File: config.mk
export PLATFORM = sky130hd
export DESIGN_NAME = if_fetch_buffer
export DESIGN_NICKNAME = d
export VERILOG_FILES = /design/src/rtl/cpu_defines.sv /design/src/rtl/fetch_fifo.sv /design/src/rtl/if_fetch_buffer.sv
export SDC_FILE = /design/constraint.sdc
export NUM_CORES = 1
export LEC_CHECK = 0
export CAP_MARGIN = 20
export CORE_MARGIN = 2
export CORE_UTILIZATION = 50
export CTS_CLUSTER_DIAMETER = 50
export DETAILED_ROUTE_END_ITERATION = 8
export PLACE_DENSITY = 0.76
export SLEW_MARGIN = 10
export SYNTH_ARGS = -nofsm -noshare
export SYNTH_HDL_FRONTEND = slang
export SYNTH_SLANG_ARGS = --single-unit
File: constraint.sdc
create_clock -name clk -period 3.5 [get_ports clk]
set_input_delay 0.7 -clock clk [delete_from_list [all_inputs] [get_ports clk]]
set_output_delay 0.7 -clock clk [all_outputs]
set_load 0.005 [all_outputs]
File: src/rtl/cpu_defines.sv
// rtl/cpu_defines.sv - shared fetch-path widths, constants and state encoding
//
// Contents:
//   InstAddrBus / InstBus : instruction address and instruction word widths
//   ZeroWord              : all-zero instruction-bus word
//   fetch_state_t         : fetch FSM encoding (IDLE, WAIT, DROP)
//   fetch_entry_t         : one buffered fetch {pc, inst, exc}, 65 bits

package cpu_defines;

  localparam int InstAddrBus = 32;
  localparam int InstBus     = 32;
  localparam logic [InstBus-1:0] ZeroWord = 32'h0000_0000;

  typedef enum logic [1:0] {
    IDLE = 2'd0,  // no request outstanding
    WAIT = 2'd1,  // request outstanding, data will be buffered
    DROP = 2'd2   // request outstanding, data will be discarded
  } fetch_state_t;

  typedef struct packed {
    logic [InstAddrBus-1:0] pc;
    logic [InstBus-1:0]     inst;
    logic                   exc;
  } fetch_entry_t;

endpackage

File: src/rtl/fetch_fifo.sv
// rtl/fetch_fifo.sv - circular buffer of fetched instruction entries
//
// Ports:
//   clk, rst   : clock, synchronous active-high reset
//   flush      : empty the buffer next cycle (overrides push and pop)
//   push       : write push_data at the tail (ignored when full)
//   push_data  : entry to write
//   pop        : drop the head entry (ignored when empty)
//   head       : current head entry, combinational
//   count      : occupancy, $clog2(DEPTH)+1 bits

import cpu_defines::*;

module fetch_fifo #(
  parameter  int DEPTH = 4,
  localparam int PTR_W = $clog2(DEPTH),
  localparam int CNT_W = PTR_W + 1
) (
  input  logic               clk,
  input  logic               rst,
  input  logic               flush,
  input  logic               push,
  input  fetch_entry_t       push_data,
  input  logic               pop,
  output fetch_entry_t       head,
  output logic [CNT_W-1:0]   count
);

  localparam logic [CNT_W-1:0] FULL = CNT_W'(DEPTH);

  fetch_entry_t     mem [DEPTH];
  logic [PTR_W-1:0] wr_ptr;
  logic [PTR_W-1:0] rd_ptr;
  logic             do_push;
  logic             do_pop;

  assign do_push = push & (count != FULL);
  assign do_pop  = pop & (count != '0);

  // DEPTH is a power of two, so pointer overflow is the modulo wrap.
  always_ff @(posedge clk) begin
    if (rst || flush) begin
      wr_ptr <= '0;
      rd_ptr <= '0;
      count  <= '0;
    end else begin
      if (do_push) wr_ptr <= wr_ptr + 1'b1;
      if (do_pop)  rd_ptr <= rd_ptr + 1'b1;
      case ({do_push, do_pop})
        2'b10:   count <= count + 1'b1;
        2'b01:   count <= count - 1'b1;
        default: count <= count;
      endcase
    end
  end

  always_ff @(posedge clk) begin
    if (!rst && !flush && do_push) mem[wr_ptr] <= push_data;
  end

  assign head = mem[rd_ptr];

endmodule

File: src/rtl/if_fetch_buffer.sv
// rtl/if_fetch_buffer.sv - instruction fetch request engine with decode-side buffer
//
// Ports:
//   clk, rst            : clock, synchronous active-high reset
//   flush               : discard buffered and in-flight fetches
//   ce_i, pc_i          : PC-stage fetch address and its valid
//   pc_invalid_i        : pc_i is misaligned; buffered as an exception entry
//   stall_req           : PC not accepted this cycle
//   imem_req, imem_addr : single-outstanding instruction memory request
//   imem_ack, imem_rdata: request completion and instruction word
//   id_valid, id_ready  : decode handshake on the buffer head
//   id_pc, id_inst, id_exc : head entry fields

import cpu_defines::*;

module if_fetch_buffer #(
  parameter int                 DEPTH    = 4,
  parameter logic [InstBus-1:0] NOP_INST = 32'h0000_0000
) (
  input  logic                   clk,
  input  logic                   rst,
  input  logic                   flush,
  input  logic                   ce_i,
  input  logic [InstAddrBus-1:0] pc_i,
  input  logic                   pc_invalid_i,
  output logic                   stall_req,
  output logic                   imem_req,
  output logic [InstAddrBus-1:0] imem_addr,
  input  logic                   imem_ack,
  input  logic [InstBus-1:0]     imem_rdata,
  output logic                   id_valid,
  input  logic                   id_ready,
  output logic [InstAddrBus-1:0] id_pc,
  output logic [InstBus-1:0]     id_inst,
  output logic                   id_exc
);

  localparam int CNT_W = $clog2(DEPTH) + 1;
  localparam logic [CNT_W:0] DEPTH_X  = (CNT_W+1)'(DEPTH);
  localparam logic [CNT_W:0] DEPTH_M1 = (CNT_W+1)'(DEPTH - 1);

  fetch_state_t             state;
  fetch_state_t             state_next;
  logic [CNT_W-1:0]         count;
  logic [CNT_W:0]           occ;
  logic                     exc_pend;
  logic [InstAddrBus-1:0]   exc_pc;
  logic                     accept;
  logic                     fetch;
  logic                     push;
  logic                     pop;
  fetch_entry_t             push_data;
  fetch_entry_t             head;

  // An exception entry accepted last cycle is written this cycle; counting
  // it as occupied keeps a back-to-back accept from overrunning the buffer.
  assign occ = {1'b0, count} + {{CNT_W{1'b0}}, exc_pend};

  // State register
  always_ff @(posedge clk) begin
    if (rst) state <= IDLE;
    else     state <= state_next;
  end

  // Next-state logic
  always_comb begin
    state_next = state;
    case (state)
      IDLE: if (fetch) state_next = WAIT;
      WAIT: begin
        if (flush)         state_next = imem_ack ? IDLE : DROP;
        else if (imem_ack) state_next = fetch ? WAIT : IDLE;
      end
      DROP: if (imem_ack) state_next = IDLE;
      default: state_next = IDLE;
    endcase
  end

  // Output / control logic
  always_comb begin
    accept = 1'b0;
    if (ce_i && !flush) begin
      case (state)
        IDLE:    accept = (occ < DEPTH_X);
        WAIT:    accept = imem_ack && (occ < DEPTH_M1);
        default: accept = 1'b0;
      endcase
    end
    fetch     = accept & ~pc_invalid_i;
    stall_req = ~accept;
    push      = 1'b0;
    push_data = '{pc: imem_addr, inst: imem_rdata, exc: 1'b0};
    if (!flush) begin
      if (exc_pend) begin
        push      = 1'b1;
        push_data = '{pc: exc_pc, inst: NOP_INST, exc: 1'b1};
      end else if (state == WAIT && imem_ack) begin
        push = 1'b1;
      end
    end
    pop = id_valid & id_ready;
  end

  // Request and pending-exception registers. imem_addr only loads on a
  // fetch, which happens only when no request is outstanding or on the ack
  // cycle, so address and request stay stable while waiting.
  always_ff @(posedge clk) begin
    if (rst) begin
      imem_req  <= 1'b0;
      imem_addr <= ZeroWord;
      exc_pend  <= 1'b0;
      exc_pc    <= ZeroWord;
    end else begin
      imem_req <= (state_next != IDLE);
      if (fetch) imem_addr <= pc_i;
      exc_pend <= accept & pc_invalid_i;
      if (accept && pc_invalid_i) exc_pc <= pc_i;
    end
  end

  fetch_fifo #(.DEPTH(DEPTH)) u_fifo (
    .clk       (clk),
    .rst       (rst),
    .flush     (flush),
    .push      (push),
    .push_data (push_data),
    .pop       (pop),
    .head      (head),
    .count     (count)
  );

  assign id_valid = (count != '0);
  assign id_pc    = head.pc;
  assign id_inst  = head.inst;
  assign id_exc   = head.exc;

endmodule

==> key figures, run 1 <==
Final layout
  • Area grow syn2layout: 25.2%
  • Share of cells above drive strength 1: 15.2%
  • Most common cell after layout, fill and taps aside: edfxtp_1
  • Final nets: between 1k and 1.5k
  • Number of diodes: 0
  • Filler cell count: 1885
  • Most frequent cells in the layout: 260 x edfxtp_1, 169 x clkdlybuf4s50_1, 103 x nand2_1

Outcome
  • Status: finished with violations
  • Failing checks: DRC

Worst setup path
  • CP startpoint: u_fifo.count[0]
  • CP endpoint kind: primary output
  • Crit path DAT: about 2600 ps
  • CP delay by family, top: compound AO/OA/AOI/OAI gates
  • WS Path Type: reg2out
  • CP cell instances: ha_1 -> ha_1 -> a21bo_1 -> a2111oi_4 -> nand2_1 -> clkdlybuf4s50_1
  • Slowest stage delay, CP: 460 ps
  • CP max stage cell: clkdlybuf4s50_1
  • Crit path max fanout: 6
  • Critical path depth: 6
  • FF-to-FF End: imem_addr[8]
  • Cell repeated most along the worst path: ha_1
  • Reg2reg path depth: 7
  • Startpoint types: register
  • Buffers & Inverters on Critical Path: 1
  • R2r setup slk: 1080 ps
  • CP Data Required Time: between 2000 and 3000 ps
  • RR Startpoint: u_fifo.count[0]

Min path
  • Worst hold start: exc_pc[9]
  • Hold Crit Depth: 2
  • HP Class: reg2reg
  • Worst Hold End: exc_pc[9]

Global route
  • GR Overflow Total: 0
  • Gr usage total: 19.1%
  • First-pass GRT wire length: 41.6 mm
  • Vias in the first global route: approximately 7.4k
  • Largest net degree at the start of global routing: between 60 and 70
  • Initial antenna violation count: 0

Placement
  • Routability cong.: approximately 0.75
  • Dpl ws: around 300 ps
  • HPWL Detailed: around 17 mm
  • # port buffers: between 150 and 200

Yosys
  • Sequential fraction of the synthesis area: between 70% and 80%
  • Syn avg cell area: between 15 and 20 um^2
  • Post-Synth XOR/XNOR Area: 0.328%
  • Synth Register Bits: about 340
  • Syn Std Cell Area: between 10000 and 15000 um^2
  • Proportion of synthesized area in mux cells: 15.8%
  • Synth Net Count: between 800 and 900
  • Syn. warnings: 0
  • Post-Synth Simple-Gate Area: 9.92%
  • Synth Area in Adders: 0.806%
  • Synth unique cells: 37
  • Compound-Gate Fraction of Synth Area: less than 1%
  • Largest family of logic cells by synthesized area: multiplexers
  • Synth Instances: approximately 800

Drt
  • Vias per cell: approximately 5.3
  • DRT iter0 DRCs: 507
  • Mean routed wirelength per cell: 19.7 um
  • Routed length on met1: between 10 and 15 mm
  • Met3 WL post-DR: between 1.5 and 2 mm
  • Antenna Nets Post-Route: 0
  • Drt drc: 12
  • Drt first pass iters: 7
  • WL met2: 12.8 mm
  • Uppermost layer routed: met4
  • WL final: roughly 27 mm
  • Vias: ~7k

Floorplanning
  • Core area: approximately 26000 um^2
  • Die width: approximately 170 um
  • Starting Density: 51.1%
  • Die area: 28000 um^2
  • Die height: around 170 um
  • Ports: ~170
  • Num rows: between 50 and 60

Power
  • VDD IR max: between 0.0002 and 0.0003 V
  • Power density over the cells: approximately 500 nW/um^2
  • P_leak: around 0.006 uW

Clock tree
  • Clock Sink Count: 337
  • Clk buf depth: 3
  • Post-CTS Repair Setup Buffers: 0
  • CTS Buf Count: 35
  • Root Driver: clkbuf_16
  • Skew-Pair Late Insertion Delay: ~500 ps
  • Post-CTS resize count: 0
  • CTS tree: done
  • Clk slew on worst S/H paths: 60 ps
  • H-tree depth: 2
  • Hold_buf cts: 0

STA
  • Period minus WS final: ~3300 ps
  • Final worst setup slack: slightly above 200 ps
  • Fin. Hold Viols: 0
  • Max Clk Rate: 304 MHz
  • RSZ-0062 raised after global routing: no
  • Skew final: ~13 ps
  • Fin crit share: 94.1%
  • Total negative setup slack: 0 ps
  • Final setup viols: 0
  • Relative slew slack: 53.8%
  • Max-slew violations: 0
  • Worst-Margin Slew: just under 700 ps

Flow run
  • Max Cap Violations: 0
## report_power, final
part           switching (uW)  total, uW  internal (uW)
Sequential               23.2       4360           4330
Clock                    1440       3530           2080
Combinational             148        340            192
Total                    1610       8220           6610
## per-stage QoR
stage	hold slack, ps	std cells	area, um^2	power, uW	util, %
global route	495	1352	16700	8500	63.9
finish	477	1352	16700	8220	63.9
global placement	461	1291	15600	4780	59.7
floorplan	453	802	13300	4610	-
CTS	480	1352	16700	8300	63.9
detailed placement	467	1291	15600	4780	59.7
## worst reg2reg max path, delay by kind of cell (launching register included)
kind | cells | cell delay [ps]
flip-flops | 1 | 360
multiplexers | 1 | 240
adder cells (fa/ha/maj) | 2 | 510
AO/OA/AOI/OAI | 2 | 610
buffers and inverters | 1 | 370
AND/OR/NAND/NOR | 1 | 250
## state kept, by name, summed over array words and instances, names as in the netlist, named ones only
name           count
state              2
u_fifo.wr_ptr      2
imem_req           1
exc_pend           1
exc_pc            32
u_fifo.mem       260
u_fifo.count       3
u_fifo.rd_ptr      2
imem_addr         32
## synthesized netlist by cell type
cell / n / area, um^2
nand2_1: 103 / 387
o21ai_0: 1 / 5.00
a21bo_1: 1 / 10.0
o31ai_1: 1 / 7.51
a211oi_1: 1 / 7.51
xnor2_1: 2 / 17.5
or3_2: 1 / 7.51
a21o_1: 1 / 7.51
o21ba_2: 1 / 10.0
and2_1: 36 / 225
mux2i_1: 64 / 641
a2111oi_4: 1 / 27.5
a21oi_1: 4 / 20.0
fa_1: 1 / 20.0
or3_1: 2 / 12.5
buf_1: 4 / 15.0
clkbuf_1: 25 / 93.8
a211o_1: 1 / 8.76
nor2_1: 10 / 37.5
or2_2: 1 / 6.26
nor3b_1: 1 / 7.51
nand3_2: 1 / 10.0
dfxtp_1: 77 / 1540
ha_1: 7 / 87.6
buf_2: 7 / 35.0
nand2b_1: 97 / 607
buf_6: 4 / 45.0
o31a_1: 1 / 8.76
a21boi_0: 1 / 7.51
edfxtp_1: 260 / 7810
nand3b_1: 2 / 15.0
and3b_1: 1 / 8.76
xor2_1: 3 / 26.3
a221oi_1: 1 / 8.76
mux4_2: 65 / 1460
buf_12: 3 / 60.1
inv_1: 10 / 37.5
## how the worst max path moves through the flow
stage	to
global placement	stall_req
CTS	stall_req
detailed placement	stall_req
global route	stall_req
floorplan	u_fifo.mem[0][0]
finish	stall_req
## area by class of cell
cell class / count / area [um^2] / area share, %
Timing Repair Buffer: 197 / 2070 / 12.4
Multi-Input combinational cell: 412 / 3720 / 22.3
Clock buffer: 44 / 952 / 5.70
Tap cell: 335 / 419 / 2.51
Sequential cell: 337 / 9360 / 56.0
Clock inverter: 17 / 149 / 0.891
Inverter: 10 / 37.5 / 0.225
## kinds of logic (layout without fill, tap and decap cells)
kind of cell | after synthesis | in the layout
AOI/OAI and AO/OA | 15 | 15
xor gates and xnor gates | 5 | 5
adders and majority gates | 8 | 8
buffers and inverters | 53 | 268
DFF | 337 | 337
muxes | 129 | 129
and+or+nand+nor | 255 | 255
## layer usage
metal,vias up,track usage [%]
li1,3351,-
met1,3524,26.7
met2,199,31.3
met3,28,3.92
met4,0,4.80
met5,-,0
Power figures use the tool's default switching activity.
==> run 2: changes to the inputs <==
--- a/config.mk
+++ b/config.mk
@@ -9,6 +9,7 @@
 export CORE_MARGIN = 2
 export CORE_UTILIZATION = 50
 export CTS_CLUSTER_DIAMETER = 50
+export CTS_CLUSTER_SIZE = 25
 export DETAILED_ROUTE_END_ITERATION = 8
 export PLACE_DENSITY = 0.76
 export SLEW_MARGIN = 10
==> key figures, run 2 (synthesis results as in run 1) <==
Outcome
  • Status: finished with violations
  • Failing checks: DRC

Floorplanning
  • Core area: about 26000 um^2
  • Die area: between 20000 and 30000 um^2
  • Ports: around 170
  • Die width: between 150 and 200 um
  • Num rows: 59
  • Die height: approximately 170 um
  • Starting Density: approximately 51%

Final layout
  • Final nets: 1064
  • Area grow syn2layout: 24.0%
  • Largest register FFs: 260
  • Most frequent cells in the layout: 260 x edfxtp_1, 169 x clkdlybuf4s50_1, 103 x nand2_1
  • Share of cells above drive strength 1: between 10% and 20%
  • Top flop regs: u_fifo.mem x260, exc_pc x32, imem_addr x32
  • Most common cell after layout, fill and taps aside: edfxtp_1
  • Filler cell count: roughly 1.9k
  • Final instance area: around 17000 um^2
  • Cell Count, Final, Fillers Out: approximately 1.3k
  • Number of diodes: 0
  • Most flop-heavy register: u_fifo.mem

STA
  • Period minus WS final: about 3300 ps
  • Relative slew slack: about 55%
  • RSZ-0062 raised after global routing: no
  • Fin. Hold Viols: 0
  • Max Clk Rate: between 200 and 300 MHz
  • Fin crit share: approximately 95%
  • Max-slew violations: 0
  • Skew final: a little over 20 ps
  • Final setup viols: 0
  • Total negative setup slack: 0 ps
  • Worst hold slack: approximately 480 ps
  • Worst-Margin Slew: 677 ps

Drt
  • DRT iter0 DRCs: around 530
  • Antenna Nets Post-Route: 0
  • Drt first pass iters: 7
  • Vias: between 7k and 8k
  • Mean routed wirelength per cell: 19.5 um
  • Vias per cell: 5.28
  • Drt drc: 12
  • WL final: approximately 26 mm

Global route
  • GR Overflow Total: 0
  • Gr usage total: 18.7%
  • First-pass GRT wire length: slightly above 40 mm
  • Largest net degree at the start of global routing: 66
  • Vias in the first global route: approximately 7.3k
  • Initial antenna violation count: 0

Worst setup path
  • CP endpoint kind: primary output
  • WS Path Type: reg2out
  • Crit path DAT: roughly 2600 ps
  • Reg2reg path depth: 7
  • Startpoint types: register
  • Crit path max fanout: 6
  • CP startpoint: u_fifo.count[0]
  • RR Startpoint: u_fifo.count[0]
  • CP Data Required Time: around 2800 ps

Clock tree
  • Clock Sink Count: around 340
  • Hold_buf cts: 0
  • H-tree depth: 1
  • CTS Buf Count: 27
  • Root Driver: clkbuf_16
  • Clk buf depth: 3
  • Post-CTS resize count: 0
  • Skew-Pair Late Insertion Delay: ~550 ps
  • Post-CTS Repair Setup Buffers: 0
  • Clk slew on worst S/H paths: about 80 ps
  • CTS tree: done

Power
  • Power density over the cells: around 470 nW/um^2
  • VDD IR max: 0.000307 V
  • Sequential power share: a little under three fifths
  • Comb power frac: 4.3%
  • Internal: ~6100 uW
  • P_leak: between 0.005 and 0.006 uW
  • Clock share of power: about two fifths
  • Switching share of power: 21.8%
  • Switching pwr: roughly 1700 uW

Placement
  • DP Area: 15600 um^2
  • Routability cong.: about 0.75
  • Inst Count DP: 1291
  • # port buffers: 170
  • HPWL Detailed: 17.3 mm

Min path
  • Hold Crit Depth: 2
  • Worst hold start: exc_pc[13]
  • HP Class: reg2reg

Flow run
  • Max Cap Violations: 0
==> run 2: worst paths after layout <==
path,end,slack (ps)
worst max register to register,imem_addr[8],1070
worst max-delay path,stall_req,160
worst min register to register,exc_pc[13],480
worst min-delay path,exc_pc[13],480
==> run 2: final cells by class <==
type                       instances  area [um^2]  share of cell area (%)
sequential                       337         9360                    56.5
clock buffer                      29          683                    4.13
multi-input combinational        412         3720                    22.5
timing repair buffer             197         2070                    12.5
inverter                          10         37.5                   0.227
clock inverter                    21          259                    1.56
tap                              335          419                    2.53
==> run 2: worst max-delay path, cell delays in order (launching register included) <==
cell and delay (ps):
dfxtp_1 370, ha_1 230, ha_1 280, a21bo_1 200, a2111oi_4 410, nand2_1 140
clkdlybuf4s50_1 460
==> run 2: metrics by stage <==
stage	util [%]	total power, uW	setup WS, ps
2_1_floorplan	-	4610	109
3_3_place_gp	59.7	4780	323
3_5_place_dp	59.7	4780	302
4_1_cts	63.3	7900	138
5_1_grt	63.3	8080	10.2
6_report	63.3	7830	162
==> run 2: routing by layer <==
| layer | GRT usage [%] | vias up | wire, um | share of wire, % |
|---|---|---|---|---|
| li1 | - | 3333 | - | - |
| met1 | 26.0 | 3530 | 11400 | 44 |
| met2 | 31.4 | 192 | 12800 | 49 |
| met3 | 3.40 | 22 | 1640 | 6.3 |
| met4 | 3.59 | 0 | 284 | 1.1 |
| met5 | 0 | - | 0 | 0 |
==> run 2: power by group through the flow <==
stage	Combinational, uW	Clock, uW	Sequential [uW]
after global routing	370	3360	4360
after CTS	344	3200	4350
final	340	3140	4350
after floorplan	167	0	4440
after global placement	335	0	4440
after detailed placement	342	0	4440
==> run 3: changes to the inputs <==
--- a/config.mk
+++ b/config.mk
@@ -11,6 +11,7 @@
 export CTS_CLUSTER_DIAMETER = 50
 export CTS_CLUSTER_SIZE = 25
 export DETAILED_ROUTE_END_ITERATION = 8
+export HOLD_SLACK_MARGIN = 0.02
 export PLACE_DENSITY = 0.76
 export SLEW_MARGIN = 10
 export SYNTH_ARGS = -nofsm -noshare
==> results of run 3 <==
No change in the layout: final DEF, timing and power equal those of run 2.
